File: config.mk
export PLATFORM = sky130hd
export DESIGN_NAME = fp_addsub_round_pipe_flat
export DESIGN_NICKNAME = d
export VERILOG_FILES = /design/src/rtl/fp_addsub_pkg.sv /design/src/rtl/fp_addsub_round_pipe_if.sv /design/src/rtl/fp_addsub_round_core.sv /design/src/rtl/fp_addsub_round_pipe.sv /design/src/flat_wrapper.sv
export SDC_FILE = /design/constraint.sdc
export NUM_CORES = 1
export LEC_CHECK = 0
export BUFFER_PORTS_ARGS = -buffer_cell sky130_fd_sc_hd__buf_4
export CORE_MARGIN = 1.5
export CORE_UTILIZATION = 50
export DETAILED_ROUTE_END_ITERATION = 16
export GPL_TIMING_DRIVEN = 0
export PLACE_DENSITY = 0.82
export SLEW_MARGIN = 20
export SYNTH_ARGS = -nofsm -noshare
export SYNTH_HDL_FRONTEND = slang
export SYNTH_SLANG_ARGS = --single-unit
export TNS_END_PERCENT = 20
File: constraint.sdc
create_clock -name clk -period 3.9 [get_ports clk]
set_input_delay 0.78 -clock clk [delete_from_list [all_inputs] [get_ports clk]]
set_output_delay 0.78 -clock clk [all_outputs]
set_load 0.02 [all_outputs]
File: src/rtl/fp_addsub_pkg.sv
// Shared types and constants for the FP adder/subtractor rounding and packing stage.
package fp_addsub_pkg;

    localparam int EXP_W   = 8;
    localparam int MAN_W   = 23;
    localparam int EXP_MAX = 255;

    localparam logic [31:0]      QNAN     = 32'h7FC0_0000;
    localparam logic [31:0]      POS_ZERO = 32'h0000_0000;
    localparam logic [EXP_W-1:0] INF_EXP  = 8'hFF;

    typedef struct packed {
        logic             sign;
        logic [EXP_W-1:0] exp;
        logic [MAN_W-1:0] man;
    } fp_word_t;

    typedef struct packed {
        fp_word_t word;
        logic     ovf;
        logic     unf;
        logic     inx;
    } rnd_item_t;

    typedef enum logic [1:0] {
        SKID_EMPTY = 2'd0,
        SKID_ONE   = 2'd1,
        SKID_FULL  = 2'd2
    } skid_state_t;

endpackage

File: src/rtl/fp_addsub_round_pipe_if.sv
// Handshake bus between normalization stage 2, the rounding stage and its consumer.
interface fp_addsub_round_pipe_if;
    import fp_addsub_pkg::*;

    logic                    in_valid;
    logic                    in_ready;
    logic                    in_sign;
    logic [MAN_W-1:0]        in_norm_m;
    logic signed [EXP_W:0]   in_norm_e;
    logic                    in_neg_e;
    logic                    in_zero_sum;
    logic                    in_fg;
    logic                    in_r;
    logic                    in_s;
    logic                    in_special;
    logic [31:0]             in_special_word;
    logic                    out_valid;
    logic                    out_ready;
    logic [31:0]             out_result;
    logic                    out_ovf;
    logic                    out_unf;
    logic                    out_inx;

    modport slave (
        input  in_valid, in_sign, in_norm_m, in_norm_e, in_neg_e, in_zero_sum,
               in_fg, in_r, in_s, in_special, in_special_word, out_ready,
        output in_ready, out_valid, out_result, out_ovf, out_unf, out_inx
    );

    modport master (
        output in_valid, in_sign, in_norm_m, in_norm_e, in_neg_e, in_zero_sum,
               in_fg, in_r, in_s, in_special, in_special_word, out_ready,
        input  in_ready, out_valid, out_result, out_ovf, out_unf, out_inx
    );

endinterface

File: src/rtl/fp_addsub_round_core.sv
// Combinational round-to-nearest-even, exception priority and IEEE-754 packing.
module fp_addsub_round_core
    import fp_addsub_pkg::fp_word_t;
    import fp_addsub_pkg::INF_EXP;
    import fp_addsub_pkg::EXP_MAX;
    import fp_addsub_pkg::POS_ZERO;
#(
    parameter int MAN_W = 23,
    parameter int EXP_W = 8
) (
    input  logic                     sign_i,
    input  logic [MAN_W-1:0]         norm_m_i,
    input  logic signed [EXP_W:0]    norm_e_i,
    input  logic                     neg_e_i,
    input  logic                     zero_sum_i,
    input  logic                     fg_i,
    input  logic                     r_i,
    input  logic                     s_i,
    input  logic                     special_i,
    input  logic [EXP_W+MAN_W:0]     special_word_i,
    output fp_word_t                 result_o,
    output logic                     ovf_o,
    output logic                     unf_o,
    output logic                     inx_o
);

    localparam logic [EXP_W:0] EXP_LIM = (EXP_W+1)'(EXP_MAX);

    logic                  round_up;
    logic                  inexact;
    logic                  carry;
    logic [MAN_W:0]        man_rnd;
    logic signed [EXP_W:0] exp_fin;
    logic [EXP_W:0]        exp_u;

    always_comb begin
        round_up = fg_i & (r_i | s_i | norm_m_i[0]);
        inexact  = fg_i | r_i | s_i;
        man_rnd  = {1'b0, norm_m_i} + {{MAN_W{1'b0}}, round_up};
        carry    = man_rnd[MAN_W];
        // Mantissa carry-out bumps the exponent; done at full 9-bit width so 254+1 is caught below.
        exp_fin  = norm_e_i + $signed({{EXP_W{1'b0}}, carry});
        exp_u    = $unsigned(exp_fin);

        result_o.sign = sign_i;
        result_o.exp  = exp_u[EXP_W-1:0];
        result_o.man  = carry ? '0 : man_rnd[MAN_W-1:0];
        ovf_o         = 1'b0;
        unf_o         = 1'b0;
        inx_o         = inexact;

        if (special_i) begin
            result_o = special_word_i;
            inx_o    = 1'b0;
        end else if (zero_sum_i) begin
            result_o = POS_ZERO;
            inx_o    = 1'b0;
        end else if (neg_e_i || exp_u == '0) begin
            result_o = {sign_i, {(EXP_W+MAN_W){1'b0}}};
            unf_o    = 1'b1;
            inx_o    = 1'b1;
        end else if (exp_u >= EXP_LIM) begin
            result_o = {sign_i, INF_EXP, {MAN_W{1'b0}}};
            ovf_o    = 1'b1;
            inx_o    = 1'b1;
        end
    end

endmodule

File: src/rtl/fp_addsub_round_pipe.sv
// Rounding/packing stage with a 2-entry skid buffer and sticky exception flags.
module fp_addsub_round_pipe
    import fp_addsub_pkg::fp_word_t;
    import fp_addsub_pkg::rnd_item_t;
    import fp_addsub_pkg::skid_state_t;
    import fp_addsub_pkg::SKID_EMPTY;
    import fp_addsub_pkg::SKID_ONE;
    import fp_addsub_pkg::SKID_FULL;
#(
    parameter int MAN_W = 23,
    parameter int EXP_W = 8
) (
    input  logic                        clk,
    input  logic                        rst,
    fp_addsub_round_pipe_if.slave       bus,
    input  logic                        flag_clr,
    output logic                        flag_ovf,
    output logic                        flag_unf,
    output logic                        flag_inx
);

    fp_word_t    core_word;
    logic        core_ovf;
    logic        core_unf;
    logic        core_inx;
    rnd_item_t   core_item;
    rnd_item_t   main_q, main_d;
    rnd_item_t   skid_q, skid_d;
    skid_state_t state_q, state_d;
    logic        flag_ovf_q, flag_ovf_d;
    logic        flag_unf_q, flag_unf_d;
    logic        flag_inx_q, flag_inx_d;
    logic        accept;
    logic        pop;

    fp_addsub_round_core #(
        .MAN_W (MAN_W),
        .EXP_W (EXP_W)
    ) u_core (
        .sign_i         (bus.in_sign),
        .norm_m_i       (bus.in_norm_m),
        .norm_e_i       (bus.in_norm_e),
        .neg_e_i        (bus.in_neg_e),
        .zero_sum_i     (bus.in_zero_sum),
        .fg_i           (bus.in_fg),
        .r_i            (bus.in_r),
        .s_i            (bus.in_s),
        .special_i      (bus.in_special),
        .special_word_i (bus.in_special_word),
        .result_o       (core_word),
        .ovf_o          (core_ovf),
        .unf_o          (core_unf),
        .inx_o          (core_inx)
    );

    assign core_item = {core_word, core_ovf, core_unf, core_inx};
    assign accept    = bus.in_valid & bus.in_ready;
    assign pop       = bus.out_valid & bus.out_ready;

    always_ff @(posedge clk or posedge rst) begin
        if (rst) begin
            state_q    <= SKID_EMPTY;
            main_q     <= '0;
            skid_q     <= '0;
            flag_ovf_q <= 1'b0;
            flag_unf_q <= 1'b0;
            flag_inx_q <= 1'b0;
        end else begin
            state_q    <= state_d;
            main_q     <= main_d;
            skid_q     <= skid_d;
            flag_ovf_q <= flag_ovf_d;
            flag_unf_q <= flag_unf_d;
            flag_inx_q <= flag_inx_d;
        end
    end

    always_comb begin
        state_d = state_q;
        main_d  = main_q;
        skid_d  = skid_q;
        unique case (state_q)
            SKID_EMPTY: begin
                if (accept) begin
                    main_d  = core_item;
                    state_d = SKID_ONE;
                end
            end
            SKID_ONE: begin
                if (accept && pop) begin
                    main_d = core_item;
                end else if (accept) begin
                    skid_d  = core_item;
                    state_d = SKID_FULL;
                end else if (pop) begin
                    state_d = SKID_EMPTY;
                end
            end
            SKID_FULL: begin
                if (pop) begin
                    main_d  = skid_q;
                    state_d = SKID_ONE;
                end
            end
            default: state_d = SKID_EMPTY;
        endcase

        // A transfer in the same cycle as flag_clr still records its flags.
        flag_ovf_d = (flag_clr ? 1'b0 : flag_ovf_q) | (pop & main_q.ovf);
        flag_unf_d = (flag_clr ? 1'b0 : flag_unf_q) | (pop & main_q.unf);
        flag_inx_d = (flag_clr ? 1'b0 : flag_inx_q) | (pop & main_q.inx);
    end

    always_comb begin
        bus.in_ready   = (state_q != SKID_FULL);
        bus.out_valid  = (state_q != SKID_EMPTY);
        bus.out_result = main_q.word;
        bus.out_ovf    = main_q.ovf;
        bus.out_unf    = main_q.unf;
        bus.out_inx    = main_q.inx;
        flag_ovf       = flag_ovf_q;
        flag_unf       = flag_unf_q;
        flag_inx       = flag_inx_q;
    end

endmodule

File: src/flat_wrapper.sv
// flat-port wrapper written by rule: the top's interface ports become plain ports
module fp_addsub_round_pipe_flat import fp_addsub_pkg::fp_word_t; import fp_addsub_pkg::rnd_item_t; import fp_addsub_pkg::skid_state_t; import fp_addsub_pkg::SKID_EMPTY; import fp_addsub_pkg::SKID_ONE; import fp_addsub_pkg::SKID_FULL;
#(
    parameter int MAN_W = 23,
    parameter int EXP_W = 8
)
  (clk, rst, flag_clr, flag_ovf, flag_unf, flag_inx, bus_in_valid, bus_in_sign, bus_in_norm_m, bus_in_norm_e, bus_in_neg_e, bus_in_zero_sum, bus_in_fg, bus_in_r, bus_in_s, bus_in_special, bus_in_special_word, bus_out_ready, bus_in_ready, bus_out_valid, bus_out_result, bus_out_ovf, bus_out_unf, bus_out_inx);
  fp_addsub_round_pipe_if bus_i ();
  input  logic clk;
  input  logic rst;
  input  logic flag_clr;
  output logic flag_ovf;
  output logic flag_unf;
  output logic flag_inx;
  input wire logic [$bits(bus_i.in_valid)-1:0] bus_in_valid;
  input wire logic [$bits(bus_i.in_sign)-1:0] bus_in_sign;
  input wire logic [$bits(bus_i.in_norm_m)-1:0] bus_in_norm_m;
  input wire logic [$bits(bus_i.in_norm_e)-1:0] bus_in_norm_e;
  input wire logic [$bits(bus_i.in_neg_e)-1:0] bus_in_neg_e;
  input wire logic [$bits(bus_i.in_zero_sum)-1:0] bus_in_zero_sum;
  input wire logic [$bits(bus_i.in_fg)-1:0] bus_in_fg;
  input wire logic [$bits(bus_i.in_r)-1:0] bus_in_r;
  input wire logic [$bits(bus_i.in_s)-1:0] bus_in_s;
  input wire logic [$bits(bus_i.in_special)-1:0] bus_in_special;
  input wire logic [$bits(bus_i.in_special_word)-1:0] bus_in_special_word;
  input wire logic [$bits(bus_i.out_ready)-1:0] bus_out_ready;
  output wire logic [$bits(bus_i.in_ready)-1:0] bus_in_ready;
  output wire logic [$bits(bus_i.out_valid)-1:0] bus_out_valid;
  output wire logic [$bits(bus_i.out_result)-1:0] bus_out_result;
  output wire logic [$bits(bus_i.out_ovf)-1:0] bus_out_ovf;
  output wire logic [$bits(bus_i.out_unf)-1:0] bus_out_unf;
  output wire logic [$bits(bus_i.out_inx)-1:0] bus_out_inx;
  assign bus_i.in_valid = bus_in_valid;
  assign bus_i.in_sign = bus_in_sign;
  assign bus_i.in_norm_m = bus_in_norm_m;
  assign bus_i.in_norm_e = bus_in_norm_e;
  assign bus_i.in_neg_e = bus_in_neg_e;
  assign bus_i.in_zero_sum = bus_in_zero_sum;
  assign bus_i.in_fg = bus_in_fg;
  assign bus_i.in_r = bus_in_r;
  assign bus_i.in_s = bus_in_s;
  assign bus_i.in_special = bus_in_special;
  assign bus_i.in_special_word = bus_in_special_word;
  assign bus_i.out_ready = bus_out_ready;
  assign bus_in_ready = bus_i.in_ready;
  assign bus_out_valid = bus_i.out_valid;
  assign bus_out_result = bus_i.out_result;
  assign bus_out_ovf = bus_i.out_ovf;
  assign bus_out_unf = bus_i.out_unf;
  assign bus_out_inx = bus_i.out_inx;
  fp_addsub_round_pipe #(.MAN_W(MAN_W), .EXP_W(EXP_W)) u_core (.clk(clk), .rst(rst), .bus(bus_i), .flag_clr(flag_clr), .flag_ovf(flag_ovf), .flag_unf(flag_unf), .flag_inx(flag_inx));
endmodule
==> results.json, run 1 <==
{
  "outcome": "finished clean",
  "timing.hold.ws_ns": 0.4386,
  "critPathLaunchType": "input port",
  "critPathBufInv": 4,
  "synth_ff_type": "dfrtp_1",
  "antenna_found_initial": 0,
  "syn_area_sq_um": 4477,
  "yosysSeqAreaShare_pct": 41.92,
  "fmax_ghz": 0.2767,
  "drt_iter0_markers": 322,
  "cp.arrival_ns": 3.88,
  "cp_cell_sequence": "buf_4, and4_1, nand3_1, nor2_1, nand2_1, nor2_2, ha_1, buf_2, nand2_1, or3_1, and2_1, a311oi_4, buf_4, nand3_2, clkbuf_1, o21ai_0",
  "slew_headroom_pct": 48.20,
  "drv_cap": 0,
  "async_flop_share_pct": 100.0,
  "rsz0062_at_grt": "false",
  "finClkSkew_ns": 0.01125,
  "syn2layout_area_growth_pct": 28.40,
  "drive_above_1_share_pct": 22.62,
  "drc": 0,
  "finalWirelength_um": 13800,
  "grt_pass1_wl_um": 22450,
  "path_clk_slew_ns": 0.09,
  "yosys.area.top_type": "dfrtp_1",
  "antenna_cells": 0,
  "ir_drop_mv": 0.2806,
  "clk_latency_ns": 0.36,
  "die_h_um": 97.63,
  "grt_pass1_vias": 4530,
  "power_density_nw_per_um2": 487.8,
  "syn_avg_cell_area_sq_um": 8.290,
  "grt.total_usage_pct": 29.23,
  "hold_class": "in2async",
  "firstDrtPassIters": 7,
  "critPathSlowestCell": "or3_1",
  "synth-seq-cells": 75,
  "ys_warn_count": 0,
  "fin_cells": 780,
  "io-pin-count": 116,
  "grt_max_degree": 39,
  "synth_cell_type_count": 46,
  "dp_cells": 759,
  "cp_max_fo": 10,
  "power_mw": 2.804,
  "drv_slew": 0,
  "gp_congestion": 0.9460,
  "cts_tree": "built",
  "cts-htree-levels": 3,
  "synth_area_leaders": "dfrtp_1, o21ai_0, nand2_1",
  "path_delay_family": "simple AND/OR/NAND/NOR gates",
  "start_util_pct": 51.59,
  "endpoint_kind": "register",
  "layout.nets": 746,
  "crit_type": "in2reg",
  "cts_buffers": 9,
  "cts-root-buf": "clkbuf_8",
  "viasPerCell": 6.003,
  "die_area_sq_um": 9531,
  "power.leakage_nw": 2.456,
  "syn_inst": 540,
  "port_buffers": 110,
  "required_ns": 4.16,
  "syn_nets": 619,
  "hpwl_um": 10330,
  "finalSetupViolations": 0,
  "cts.sinks": 75,
  "ant_nets": 0,
  "tightest_slew_ns": 0.7770,
  "synth-edff-count": 0,
  "slowest_delay_ns": 0.37,
  "fp.dieW_um": 97.63,
  "overflow": 0,
  "vias": 4682,
  "fin_crit_sh_pct": 92.67,
  "rows": 34,
  "ctsLongestPathBuffers": 2,
  "setup_tns_ns": 0,
  "synth_top_area_share_pct": 41.92,
  "finalHoldViolCount": 0,
  "min_period_ns": 3.614,
  "core_sq_um": 8678,
  "wl_per_cell_um": 17.70
}
## sequential cells by signal, indices dropped and copies added (netlist names)
| register | cells |
|---|---|
| u_core.skid_q | 35 |
| u_core.state_q | 2 |
| u_core.bus.out_inx | 1 |
| u_core.flag_unf | 1 |
| u_core.flag_ovf | 1 |
| u_core.bus.out_result | 32 |
| u_core.bus.out_ovf | 1 |
| u_core.flag_inx | 1 |
| u_core.bus.out_unf | 1 |
## power breakdown
part,internal [mW],switching (mW)
Sequential,1.01,0.143
Clock,0.426,0.305
Combinational,0.389,0.530
Total,1.83,0.978
## metal layers
| layer | GRT usage [%] | vias up | wire length, um |
|---|---|---|---|
| li1 | - | 2187 | - |
| met4 | 11.76 | 0 | 337 |
| met5 | 0 | - | 0 |
| met3 | 4.388 | 28 | 1095 |
| met2 | 47.12 | 251 | 6535 |
| met1 | 39.60 | 2216 | 5835 |
## through the flow
stage	util (%)	setup slack, ns	cell area (sq um)
detailed placement	62.92	-0.2759	5460
finish	66.23	0.2858	5748
global placement	62.66	-0.1888	5438
floorplan	-	0.5018	4477
global route	66.23	0.02324	5748
CTS	65.70	0.06119	5702
## cell usage after synthesis (5+ instances only)
master / count
o21ai_0: 70
dfrtp_1: 75
nor3_1: 10
and3_1: 6
o31ai_1: 7
a31oi_1: 34
xnor2_1: 14
or3_1: 15
a21o_1: 5
nand3b_1: 5
nand2_1: 79
o22ai_1: 5
and2_1: 14
inv_1: 8
mux2i_1: 8
nor2_1: 51
nand4_1: 8
a21oi_1: 15
nand3_1: 21
clkbuf_1: 27
xor2_1: 13
## cell usage in the layout (no fill, tap or decap), types with 6 or more instances in the layout
| master | synthesis | final |
|---|---|---|
| nand2_1 | 79 | 79 |
| xnor2_1 | 14 | 14 |
| inv_1 | 8 | 7 |
| xor2_1 | 13 | 13 |
| a31oi_1 | 34 | 33 |
| clkbuf_1 | 27 | 28 |
| a21oi_1 | 15 | 15 |
| o31ai_1 | 7 | 7 |
| nand4_1 | 8 | 8 |
| and3_1 | 6 | 6 |
| buf_4 | 3 | 118 |
| and2_1 | 14 | 14 |
| dfrtp_1 | 75 | 75 |
| mux2i_1 | 8 | 8 |
| or3_1 | 15 | 15 |
| nor2_1 | 51 | 50 |
| o21ai_0 | 70 | 70 |
| nor3_1 | 10 | 10 |
| clkbuf_8 | 0 | 9 |
| nand3_1 | 21 | 21 |
## kinds of logic (layout without fill, tap and decap cells)
logic type,Yosys count,in the layout,synth area share (%)
buffers and inverters,43,175,3.969
adders and majority gates,3,3,0.8385
and+or+nand+nor,227,227,24.37
muxes,8,8,1.789
xor gates and xnor gates,27,27,5.282
AOI/OAI and AO/OA,157,157,21.83
DFF,75,75,41.92
## final timing paths
path | start | endpoint | slack [ns] | cells past startpoint
worst min register to register | u_core.skid_q[34] | u_core.skid_q[34] | 0.48 | 2
min in group clk | u_core.skid_q[34] | u_core.skid_q[34] | 0.48 | 2
worst min-delay path | rst | u_core.flag_unf | 0.44 | 2
worst max-delay path | bus_in_norm_m[15] | u_core.skid_q[4] | 0.29 | 16
max in group asynchronous | rst | u_core.bus.out_result[21] | 2.88 | 3
worst max register to register | u_core.state_q[1] | u_core.skid_q[26] | 1.16 | 7
## repair_timing
item | in CTS | in global routing
buffers inserted | 0 | 5
gates resized for setup | 0 | 2
hold buffers | 0 | 0
endpoints found under the setup margin | 0 | 52
## layout make-up
class	count	area (sq um)
fillers	746	2930
repair buffers	116	883.3
well taps	108	135.1
clock inverters	6	113.9
multi-input cells	422	2431
plain buffers	35	147.6
clock buffers	10	127.6
inverters	8	32.53
flip-flops and latches	75	1877
Note: power is estimated with default switching activity, not from simulation.
==> run 2: changes to the inputs <==
--- a/config.mk
+++ b/config.mk
@@ -11,6 +11,7 @@
 export DETAILED_ROUTE_END_ITERATION = 16
 export GPL_TIMING_DRIVEN = 0
 export PLACE_DENSITY = 0.82
+export REMOVE_ABC_BUFFERS = 1
 export SLEW_MARGIN = 20
 export SYNTH_ARGS = -nofsm -noshare
 export SYNTH_HDL_FRONTEND = slang
==> run 2 against run 1 <==
Net effect:
- sequential cell count did not move
- cell area grew 0.39%
- clock-buffer cell count down 1
- critical path depth is 2 lower
- critical endpoint is now u_core.bus.out_result[15]
- die area is the same
- critical path type unchanged
- core utilization rose by 0.26 points
- clock power shrank 5.3%
==> results.json, run 2 (synthesized netlist as in run 1, its figures left out) <==
{
  "fmax_ghz": 0.2781,
  "drv_slew": 0,
  "overflow": 0,
  "grt_util_met2_pct": 44.39,
  "grt_pass1_vias": 4363,
  "reg2reg_slack_ns": 1.05,
  "viasPerCell": 6.005,
  "mostFrequentLayoutCells": "buf_4, nand2_1, dfrtp_1, o21ai_0, nor2_1",
  "io-pin-count": 116,
  "cts.sinks": 75,
  "holdBufCountCts": 0,
  "antenna_found_initial": 0,
  "port_buffers": 115,
  "r2r_cells": 5,
  "power_mw": 2.760,
  "timing.hold.ws_ns": 0.4523,
  "grt.total_usage_pct": 26.87,
  "firstDrtPassIters": 7,
  "clk_latency_ns": 0.36,
  "cts-htree-levels": 3,
  "cp_max_fo": 11,
  "finalHoldViolCount": 0,
  "endpoint_kind": "register",
  "drv_cap": 0,
  "layout.nets": 724,
  "fin_crit_sh_pct": 92.21,
  "power.leakage_nw": 2.472,
  "gp_congestion": 0.8626,
  "critPathSlowestCell": "o41ai_1",
  "rsz0062_at_grt": "false",
  "cts_tree": "built",
  "slowest_delay_ns": 0.46,
  "min_period_ns": 3.596,
  "finClkSkew_ns": 0.01103,
  "drive_above_1_share_pct": 24.77,
  "die_h_um": 97.63,
  "start_util_pct": 51.59,
  "hold_class": "in2async",
  "wl_per_cell_um": 17.08,
  "ctsLongestPathBuffers": 2,
  "use_met1_pct": 35.28,
  "finalWirelength_um": 12940,
  "fin_area_sq_um": 5771,
  "slew_headroom_pct": 28.36,
  "grt_pass1_wl_um": 20710,
  "outcome": "finished clean",
  "path_clk_slew_ns": 0.09,
  "crit_type": "in2reg",
  "fin_cells": 758,
  "largest_reg_flops": 35,
  "final_common_cell": "buf_4",
  "power_density_nw_per_um2": 478.3,
  "grt_max_degree": 39,
  "core_sq_um": 8678,
  "tightest_slew_ns": 1.073,
  "syn2layout_area_growth_pct": 28.90,
  "antenna_cells": 0,
  "die_area_sq_um": 9531,
  "cp_cell_sequence": "buf_4, and4_1, nand3_1, nor2_1, nand2_1, nor2_1, ha_2, nand3_1, or3_1, o2111a_2, a311oi_4, buf_4, nand3_4, o41ai_1",
  "path_delay_family": "simple AND/OR/NAND/NOR gates",
  "cts_buffers": 9,
  "regMostFlops": "u_core.skid_q",
  "ant_nets": 0,
  "critPathBufInv": 2,
  "required_ns": 4.13,
  "dp_cells": 732,
  "finalSetupViolations": 0,
  "ir_drop_mv": 0.2102,
  "rows": 34,
  "critPathLaunchType": "input port",
  "drc": 0,
  "r2r_start": "u_core.state_q[1]",
  "fp.dieW_um": 97.63,
  "grt_busiest_layer": "met2",
  "cp.arrival_ns": 3.82,
  "vias": 4552,
  "setup_tns_ns": 0,
  "fillers": 743,
  "cts-root-buf": "clkbuf_8",
  "hpwl_um": 8695,
  "use_met3_pct": 3.597,
  "drt_iter0_markers": 285,
  "place_area_sq_um": 5445,
  "worstReg2RegEnd": "u_core.bus.out_result[15]"
}
-- run 2: changes by cell type in the layout (fill, tap and decap cells not counted), moves of 2 or more --
cell,delta
clkbuf_1,-28
buf_4,+5
buf_2,-4
buf_16,+2
-- run 2: metrics by stage --
stage	utilization, %	setup WS (ns)
global placement	61.39	-1.763
global route	66.49	0.05195
finish	66.49	0.3039
CTS	65.61	0.06074
floorplan	-	-0.1463
detailed placement	62.75	-1.095
-- run 2: repair_timing --
item                                    4_1_cts  5_1_grt
pin swaps                                     1        3
setup buffers                                 1        8
gates cloned                                  0        1
resized for setup                             2        2
endpoints found under the setup margin       32       22
-- run 2: layer usage --
metal | vias to the layer above | routed length (um) | part of all wire (%)
met4 | 0 | 320 | 2.5
met5 | - | 0 | 0
met2 | 235 | 6382 | 49
met3 | 27 | 938 | 7.2
li1 | 2145 | - | -
met1 | 2145 | 5303 | 41
-- run 2: layout make-up --
type	instances	area [sq um]	area share [%]
Sequential cell	75	1877	32.52
Clock buffer	9	123.9	2.147
Inverter	8	32.53	0.5637
Timing Repair Buffer	128	1025	17.76
Multi-Input combinational cell	423	2476	42.91
Clock inverter	7	101.3	1.756
Tap cell	108	135.1	2.342
-- run 2: worst max path at each step --
stage | startpoint | cells after the start | slack [ns] | endpoint
final | bus_in_norm_m[15] | 14 | 0.30 | u_core.bus.out_result[15]
after global routing | bus_in_norm_m[15] | 14 | 0.05 | u_core.bus.out_result[15]
after CTS | bus_in_norm_m[4] | 11 | 0.06 | u_core.bus.out_result[15]
after detailed placement | bus_in_norm_m[4] | 11 | -1.09 | u_core.bus.out_result[15]
after global placement | bus_in_valid | 5 | -1.76 | u_core.skid_q[25]
after floorplan | bus_in_valid | 4 | -0.15 | u_core.skid_q[23]
-- run 2: power breakdown --
group | internal, mW | switching (mW)
Clock | 0.365 | 0.327
Sequential | 1.01 | 0.136
Combinational | 0.398 | 0.523
-- run 2: worst reg2reg max path, stage by stage (launching register included) --
cell     delay, ns
dfrtp_1       0.43
nor2b_1       0.47
nand2_1       0.48
nand2_1       0.77
nor2_1        0.15
o41ai_1       0.43
